<file path="src/rtl/cpu_pkg.sv">
// rtl/cpu_pkg.sv - shared CPU types and width constants for the fetch path
package cpu_pkg;

   localparam int ADDR_W  = 16;
   localparam int INSTR_W = 16;

   localparam logic [ADDR_W-1:0] PC_STEP = 16'd2;

   typedef enum logic [1:0] {
      FETCH = 2'd0,
      HOLD  = 2'd1,
      HALT  = 2'd2
   } state_t;

   // Instructions are halfword aligned; bit 0 of any target is dropped.
   function automatic logic [ADDR_W-1:0] align_pc(input logic [ADDR_W-1:0] addr);
      return {addr[ADDR_W-1:1], 1'b0};
   endfunction

endpackage

</file>
<file path="src/rtl/addsub_16bit.sv">
// rtl/addsub_16bit.sv - 16-bit modulo adder/subtractor (result = a + b, or a - b when sub=1)
module addsub_16bit (
   input  logic [15:0] a,
   input  logic [15:0] b,
   input  logic        sub,
   output logic [15:0] result
);

   assign result = a + (b ^ {16{sub}}) + {15'd0, sub};

endmodule

</file>
<file path="src/rtl/fetch_ctrl.sv">
// rtl/fetch_ctrl.sv - instruction-fetch sequencer: PC, imem request, decode buffer, redirect/halt
// Optional FETCH_STALL_CNT_EN adds the stall_cnt output (memory wait-cycle counter).
module fetch_ctrl
   import cpu_pkg::*;
#(
   parameter logic [ADDR_W-1:0] RESET_PC = 16'h0000
) (
   input  logic               clk,
   input  logic               rst,
   output logic               imem_req,
   output logic [ADDR_W-1:0]  imem_addr,
   input  logic [INSTR_W-1:0] imem_rdata,
   input  logic               imem_ready,
   output logic               if_valid,
   output logic [INSTR_W-1:0] if_instr,
   output logic [ADDR_W-1:0]  if_pc,
   input  logic               if_ready,
   input  logic               halt,
   input  logic               rd_valid,
   input  logic [ADDR_W-1:0]  rd_target,
`ifdef FETCH_STALL_CNT_EN
   output logic [15:0]        stall_cnt,
`endif
   output logic               halted
);

   state_t            state;
   logic [ADDR_W-1:0] pc;
   logic [ADDR_W-1:0] pc_inc;
   logic [ADDR_W-1:0] held_addr;
   logic [ADDR_W-1:0] rd_pc;
   logic              squash;

   addsub_16bit u_pc_inc (
      .a      (pc),
      .b      (PC_STEP),
      .sub    (1'b0),
      .result (pc_inc)
   );

   assign rd_pc = align_pc(rd_target);

   // A squashed request keeps its original address until the memory completes it.
   assign imem_addr = squash ? held_addr : pc;
   assign imem_req  = ~rst & (state == FETCH);
   assign if_valid  = ~rst & (state == HOLD);
   assign halted    = ~rst & (state == HALT);

   always_ff @(posedge clk) begin
      if (rst) begin
         state     <= FETCH;
         pc        <= RESET_PC;
         held_addr <= RESET_PC;
         squash    <= 1'b0;
         if_instr  <= '0;
         if_pc     <= '0;
      end else begin
         case (state)
            FETCH: begin
               if (imem_ready) begin
                  if (squash || rd_valid) begin
                     squash <= 1'b0;
                     if (rd_valid) pc <= rd_pc;
                  end else begin
                     if_instr <= imem_rdata;
                     if_pc    <= pc;
                     pc       <= pc_inc;
                     state    <= HOLD;
                  end
               end else if (rd_valid) begin
                  pc     <= rd_pc;
                  squash <= 1'b1;
                  if (!squash) held_addr <= pc;
               end
            end
            HOLD: begin
               if (rd_valid) begin
                  pc    <= rd_pc;
                  state <= FETCH;
               end else if (if_ready) begin
                  state <= halt ? HALT : FETCH;
               end
            end
            HALT: begin
            end
            default: state <= FETCH;
         endcase
      end
   end

`ifdef FETCH_STALL_CNT_EN
   always_ff @(posedge clk) begin
      if (rst) begin
         stall_cnt <= '0;
      end else if (state == FETCH && !imem_ready && stall_cnt != 16'hFFFF) begin
         stall_cnt <= stall_cnt + 16'd1;
      end
   end
`endif

endmodule

</file>
<file path="config.mk">
export PLATFORM = sky130hd
export DESIGN_NAME = fetch_ctrl
export DESIGN_NICKNAME = d
export VERILOG_FILES = /design/src/rtl/cpu_pkg.sv /design/src/rtl/addsub_16bit.sv /design/src/rtl/fetch_ctrl.sv
export SDC_FILE = /design/constraint.sdc
export NUM_CORES = 1
export LEC_CHECK = 0
export CELL_PAD_IN_SITES_DETAIL_PLACEMENT = 1
export CELL_PAD_IN_SITES_GLOBAL_PLACEMENT = 2
export CORE_ASPECT_RATIO = 0.5
export CORE_UTILIZATION = 24
export CTS_BUF_LIST = sky130_fd_sc_hd__clkbuf_8 sky130_fd_sc_hd__clkbuf_16
export CTS_CLUSTER_SIZE = 12
export DETAILED_ROUTE_END_ITERATION = 12
export GPL_ROUTABILITY_DRIVEN = 0
export PLACE_DENSITY_LB_ADDON = 0.1
export SYNTH_ARGS = -nofsm -noshare
export SYNTH_HDL_FRONTEND = slang
export SYNTH_SLANG_ARGS = --single-unit
</file>
<file path="constraint.sdc">
create_clock -name clk -period 1.5 [get_ports clk]
set_input_delay 0.225 -clock clk [delete_from_list [all_inputs] [get_ports clk]]
set_output_delay 0.225 -clock clk [all_outputs]
set_load 0.02 [all_outputs]
</file>
==> results.py, run 1 <==
metrics = {
    "outcome": {
        "status": "finished, violations left",
        "violations": "negative setup slack",
    },
    "timing": {
        "final_hold_viol_count": 0,
        "final.setup.worst_slack_ns": -0.110,
        "maxSlewHeadroom": 0.752,
        "rsz0062_at_grt": "yes",
        "period_share": 1.07,
        "skew_ns": 0.00963,
        "maxSlewViolCount": 0,
        "fin_crit_ns": 1.61,
        "worst_pin_slew_ns": 0.372,
        "fmax_mhz": 621,
        "setup_viol": 56,
    },
    "logic_synthesis": {
        "synth_fp_nets": 422,
        "synthCells": 383,
        "ys_seq_area_frac": 0.443,
        "synth_cell_type_count": 48,
        "yosys_warnings": 0,
        "synth_edf_count": 0,
        "synth_area_leaders": "dfxtp_1 (44%), nand2_1 (12%), a21oi_1 (10%)",
        "synth_top_cell_by_area": "dfxtp_1",
        "synth_async_sr_flop_share": 0,
        "ys_ff_latch": 67,
        "syn_area_per_cell_um2": 7.91,
        "netlist_area_um2": 3030,
        "yosys.area.top_type_share": 0.443,
        "ys.flop_type": "dfxtp_1",
    },
    "clock_tree": {
        "path_clk_slew_ns": 0.06,
        "h-tree-depth": 3,
        "hold_buffers": 0,
        "clkLatencyLatePin_ns": 0.35,
        "cts_tree": "done",
        "cts-root-buf": "clkbuf_16",
        "ctsLongestPathBuffers": 2,
        "numCtsBuffers": 9,
        "clock-sinks": 67,
    },
    "power_and_ir_drop": {
        "power.leakage_nw": 2.31,
        "p_per_area_nw_per_um2": 1020,
        "ir_drop_uv": 463,
    },
    "finish": {
        "diodes": 0,
        "postLayoutCellArea_um2": 5520,
        "drive_gt1_frac": 0.354,
        "final_cell_mix": "nand2_1 (89), buf_4 (71), dfxtp_1 (58), a21oi_1 (57), clkdlybuf4s50_1 (33)",
        "final_common_cell": "nand2_1",
        "final_core_util": 0.458,
        "nets": 582,
        "area_delta_synth_final_pct": 82.4,
    },
    "detailed_routing": {
        "routed-via-count": 3404,
        "post_drt_wl_per_cell_um": 18.7,
        "antenna_left": 0,
        "drt-pass1-iter-count": 4,
        "vias_per_cell": 4.77,
        "dr_wl_met3_um": 738,
        "routed.top_layer": "met4",
        "drt-met1-wl_mm": 6.49,
        "wl_met2_mm": 5.97,
        "routed_wl_mm": 13.3,
        "drt-initial-drc-count": 136,
        "drc": 0,
    },
    "die": {
        "die_area_um2": 13100,
        "die_w_um": 161,
        "initial_core_util": 0.251,
        "core_region_area_um2": 12100,
        "design.portCount": 89,
        "die_h_um": 81.4,
        "num_rows": 28,
    },
    "global_route": {
        "grt_first_pass_wirelength_mm": 19.4,
        "grt_pass1_vias": 3533,
        "grt_use_total": 0.197,
        "overflow": 0,
        "antenna_found_initial": 0,
        "grt_max_degree": 36,
    },
    "setup_path": {
        "crit_type": "flip-flop to output pin",
        "critPathRequiredTime_ns": 1.27,
        "cp_max_fo": 7,
        "end_kind": "output pin",
        "crit_arrival_ns": 1.38,
        "start_kind": "flip-flop",
    },
    "placed_design": {
        "pre_cts_ws_ns": -0.441,
        "dpl.hpwl_mm": 8.36,
        "io_buffers": 87,
        "post_dp_cell_area_um2": 4550,
    },
    "hold_path": {
        "hp-class": "primary input to flip-flop",
    },
    "job": {
        "cap_violations": 0,
    },
}
[report_power, final]
group | internal [mW] | switching (mW)
clock network | 1.62 | 0.875
logic | 0.596 | 0.601
registers | 1.87 | 0.0749
total | 4.09 | 1.55
[metrics by stage]
| step | power [mW] | std cells | hold slack (ns) | setup TNS, ns |
|---|---|---|---|---|
| floorplan | 2.40 | 383 | 0.322 | 0 |
| global placement | 2.92 | 677 | 0.444 | -20.90 |
| detailed placement | 2.95 | 677 | 0.449 | -23.10 |
| CTS | 5.62 | 708 | 0.359 | -2.34 |
| global route | 5.84 | 713 | 0.399 | -6.59 |
| finish | 5.64 | 713 | 0.371 | -2.81 |
[cells by family (layout without fill, tap and decap cells)]
logic type | after synthesis | in the layout | share of synthesized area
and+or+nand+nor | 164 | 164 | 0.254
buffers and inverters | 33 | 198 | 0.0455
DFF | 67 | 67 | 0.443
AOI/OAI and AO/OA | 102 | 102 | 0.196
adders and majority gates | 1 | 1 | 0.00413
muxes | 15 | 15 | 0.0550
xor gates and xnor gates | 1 | 1 | 0.00289
[critical path, cell delays in order (launching register included)]
cell and delay [ns]:
dfxtp_4 0.42, buf_12 0.17, mux2_4 0.32, buf_6 0.13
[path summary, 6_finish.rpt]
path / start / to / slack, ns / cells after the start
max: squash / imem_addr[2] / -0.11 / 3
min: rst / pc[0] / 0.37 / 4
max reg2reg: pc[1] / pc[11] / -0.08 / 7
min reg2reg: if_pc[10] / if_pc[10] / 0.45 / 2
[cells in the mapped netlist (2+ instances only)]
cell type	count
nand2_1	93
dfxtp_1	67
a21oi_1	61
nor2_1	22
nand2b_1	18
mux2_2	13
clkbuf_1	12
buf_2	11
o21ai_0	11
nand3_1	7
inv_1	5
a211oi_1	4
a22oi_1	4
a31oi_1	4
nor3_1	4
nor4_1	4
a21o_1	2
a221oi_1	2
a311oi_1	2
and3_1	2
buf_1	2
clkinv_1	2
mux2i_1	2
nand3_2	2
nand4_1	2
o221ai_1	2
o22ai_1	2
[flip-flops by register name (all words and copies together) (netlist names)]
name       count
held_addr     16
if_instr      16
if_pc         16
pc            16
squash         1
state          2
[routing by layer]
metal / up-vias / track usage
met1: 1646 / 0.261
met3: 13 / 0.0556
met5: - / 0
met2: 94 / 0.311
li1: 1651 / -
met4: 0 / 0.0651
[layout make-up]
class	instances	area (um2)
clock buffers	9	225
flip-flops and latches	67	1360
multi-input cells	283	1910
fillers	1402	6530
well taps	165	206
clock inverters	7	116
inverters	8	33.8
repair buffers	174	1670
[timing repair]
action | CTS | global route
pin swaps | 13 | 11
setup endpoints to repair | 113 | 81
buffers inserted | 12 | 5
gates cloned | 3 | 1
gates resized for setup | 203 | 42
Power figures use the tool's default switching activity.
==> inputs of run 2 (changes only) <==
Settings changed: SETUP_SLACK_MARGIN set to 0.5, TNS_END_PERCENT set to 20.
==> results.py, run 2 (synthesis gave the netlist of run 1 again) <==
metrics = {
    "clock_tree": {
        "clkLatencyLatePin_ns": 0.33,
        "cts_tree": "done",
        "clock-sinks": 67,
        "hold_buffers": 0,
        "path_clk_slew_ns": 0.06,
        "cts-root-buf": "clkbuf_16",
        "numCtsBuffers": 9,
        "ctsLongestPathBuffers": 2,
        "h-tree-depth": 3,
    },
    "timing": {
        "worst_pin_slew_ns": 0.553,
        "skew_ns": 0.00526,
        "period_share": 1.09,
        "rsz0062_at_grt": "yes",
        "maxSlewViolCount": 0,
        "maxSlewHeadroom": 0.632,
        "setup_viol": 61,
        "fin_setup_tns_ns": -5.11,
        "fmax_mhz": 613,
        "final.setup.worst_slack_ns": -0.131,
        "fin_crit_ns": 1.63,
        "final_hold_viol_count": 0,
        "timing.hold.ws_ns": 0.428,
    },
    "global_route": {
        "busiest_layer": "met2",
        "grt_use_met3": 0.0596,
        "use_met2": 0.322,
        "grt_use_total": 0.196,
        "grt_first_pass_wirelength_mm": 19.5,
        "grt_pass1_vias": 3539,
        "grt_max_degree": 43,
        "antenna_found_initial": 0,
        "overflow": 0,
        "use_met1": 0.258,
    },
    "die": {
        "core_region_area_um2": 12100,
        "num_rows": 28,
        "die_area_um2": 13100,
        "die_h_um": 81.4,
        "die_w_um": 161,
        "initial_core_util": 0.251,
        "design.portCount": 89,
    },
    "placed_design": {
        "pre_cts_ws_ns": -0.360,
        "dpl.hpwl_mm": 8.63,
        "io_buffers": 87,
    },
    "setup_path": {
        "cpMaxStageDelayCell": "dfxtp_4",
        "start_kind": "flip-flop",
        "cp_max_fo": 7,
        "worst-path-buf-inv": 4,
        "end_kind": "flip-flop",
        "crit_arrival_ns": 1.89,
        "critPathRequiredTime_ns": 1.76,
        "crit_path_frequent_cell": "nor2_4",
        "critical-path-max-stage-delay_ns": 0.37,
        "r2r_start": "squash",
        "cp_top_family": "simple AND/OR/NAND/NOR gates",
        "crit_type": "flip-flop to flip-flop",
        "crit_start": "squash",
        "cp_cell_sequence": "buf_16 > buf_8 > nor2_4 > nand3_4 > nor2_4 > buf_6 > buf_12 > nor2_4 > nor3_2",
    },
    "power_and_ir_drop": {
        "p_per_area_nw_per_um2": 955,
        "swShare": 0.271,
        "comb_power_share": 0.223,
        "power.leakage_nw": 2.26,
        "clockPowerShare": 0.416,
        "p_int_mw": 3.99,
        "p_total_mw": 5.48,
        "pwr-share-seq": 0.360,
        "ir_drop_uv": 460,
        "p_sw_mw": 1.48,
    },
    "detailed_routing": {
        "post_drt_wl_per_cell_um": 17.6,
        "antenna_left": 0,
        "routed-via-count": 3419,
        "drc": 0,
        "drt-pass1-iter-count": 4,
        "routed_wl_mm": 12.5,
        "vias_per_cell": 4.82,
        "drt-initial-drc-count": 153,
    },
    "finish": {
        "final_cell_mix": "nand2_1 (73), buf_4 (63), dfxtp_1 (58), buf_6 (53), a21oi_1 (38)",
        "area_delta_synth_final_pct": 89.3,
        "drive_gt1_frac": 0.485,
        "final_core_util": 0.476,
        "final_common_cell": "nand2_1",
        "nets": 578,
        "diodes": 0,
    },
    "hold_path": {
        "hp-class": "primary input to flip-flop",
        "hold_start": "rst",
    },
    "outcome": {
        "violations": "negative setup slack",
        "status": "finished, violations left",
    },
    "job": {
        "cap_violations": 0,
    },
}
[run 2: final timing paths]
| path | slack, ns | end | cells after the start |
|---|---|---|---|
| hold reg to reg | 0.47 | if_instr[15] | 2 |
| setup reg to reg | -0.13 | if_pc[1] | 9 |
| hold / removal | 0.43 | if_pc[9] | 3 |
| setup / recovery | -0.13 | if_pc[1] | 9 |
[run 2: final cells by class]
| class | instances | area, um2 |
|---|---|---|
| fill | 1355 | 6320 |
| multi-input combinational | 284 | 2090 |
| timing repair buffer | 169 | 1710 |
| sequential | 67 | 1370 |
| clock buffer | 10 | 239 |
| tap | 165 | 206 |
| clock inverter | 6 | 81.3 |
| inverter | 8 | 30.0 |
[run 2: worst reg2reg max path, cell delays in order (launching register included)]
cell     delay, ns
dfxtp_4       0.37
buf_16        0.14
buf_8         0.12
nor2_4        0.10
nand3_4       0.11
nor2_4        0.23
buf_6         0.15
buf_12        0.13
nor2_4        0.04
nor3_2        0.15
[run 2: stage by stage]
step                std cells  instance area, um2
detailed placement        671                4550
finish                    709                5730
floorplan                 383                3130
global placement          671                4550
global route              709                5730
CTS                       704                5410
[run 2: what timing repair did]
item                                    4_1_cts  5_1_grt
pin swaps                                    28       26
buffers inserted                             14        3
cloned                                        3        2
resized for setup                           366       68
endpoints found under the setup margin      118      118
[run 2: metal layers]
| layer | vias up | share of wire |
|---|---|---|
| li1 | 1649 | - |
| met1 | 1685 | 0.49 |
| met2 | 78 | 0.45 |
| met3 | 7 | 0.059 |
| met4 | 0 | 0.0046 |
| met5 | - | 0 |
[run 2: power by group through the flow]
stage / sequential, mW / clock, mW / combinational (mW)
after global routing: 1.98 / 2.43 / 1.31
after floorplan: 2.02 / 0 / 0.414
after detailed placement: 1.99 / 0 / 0.960
after global placement: 1.98 / 0 / 0.946
final: 1.97 / 2.28 / 1.22
after CTS: 1.97 / 2.34 / 1.12
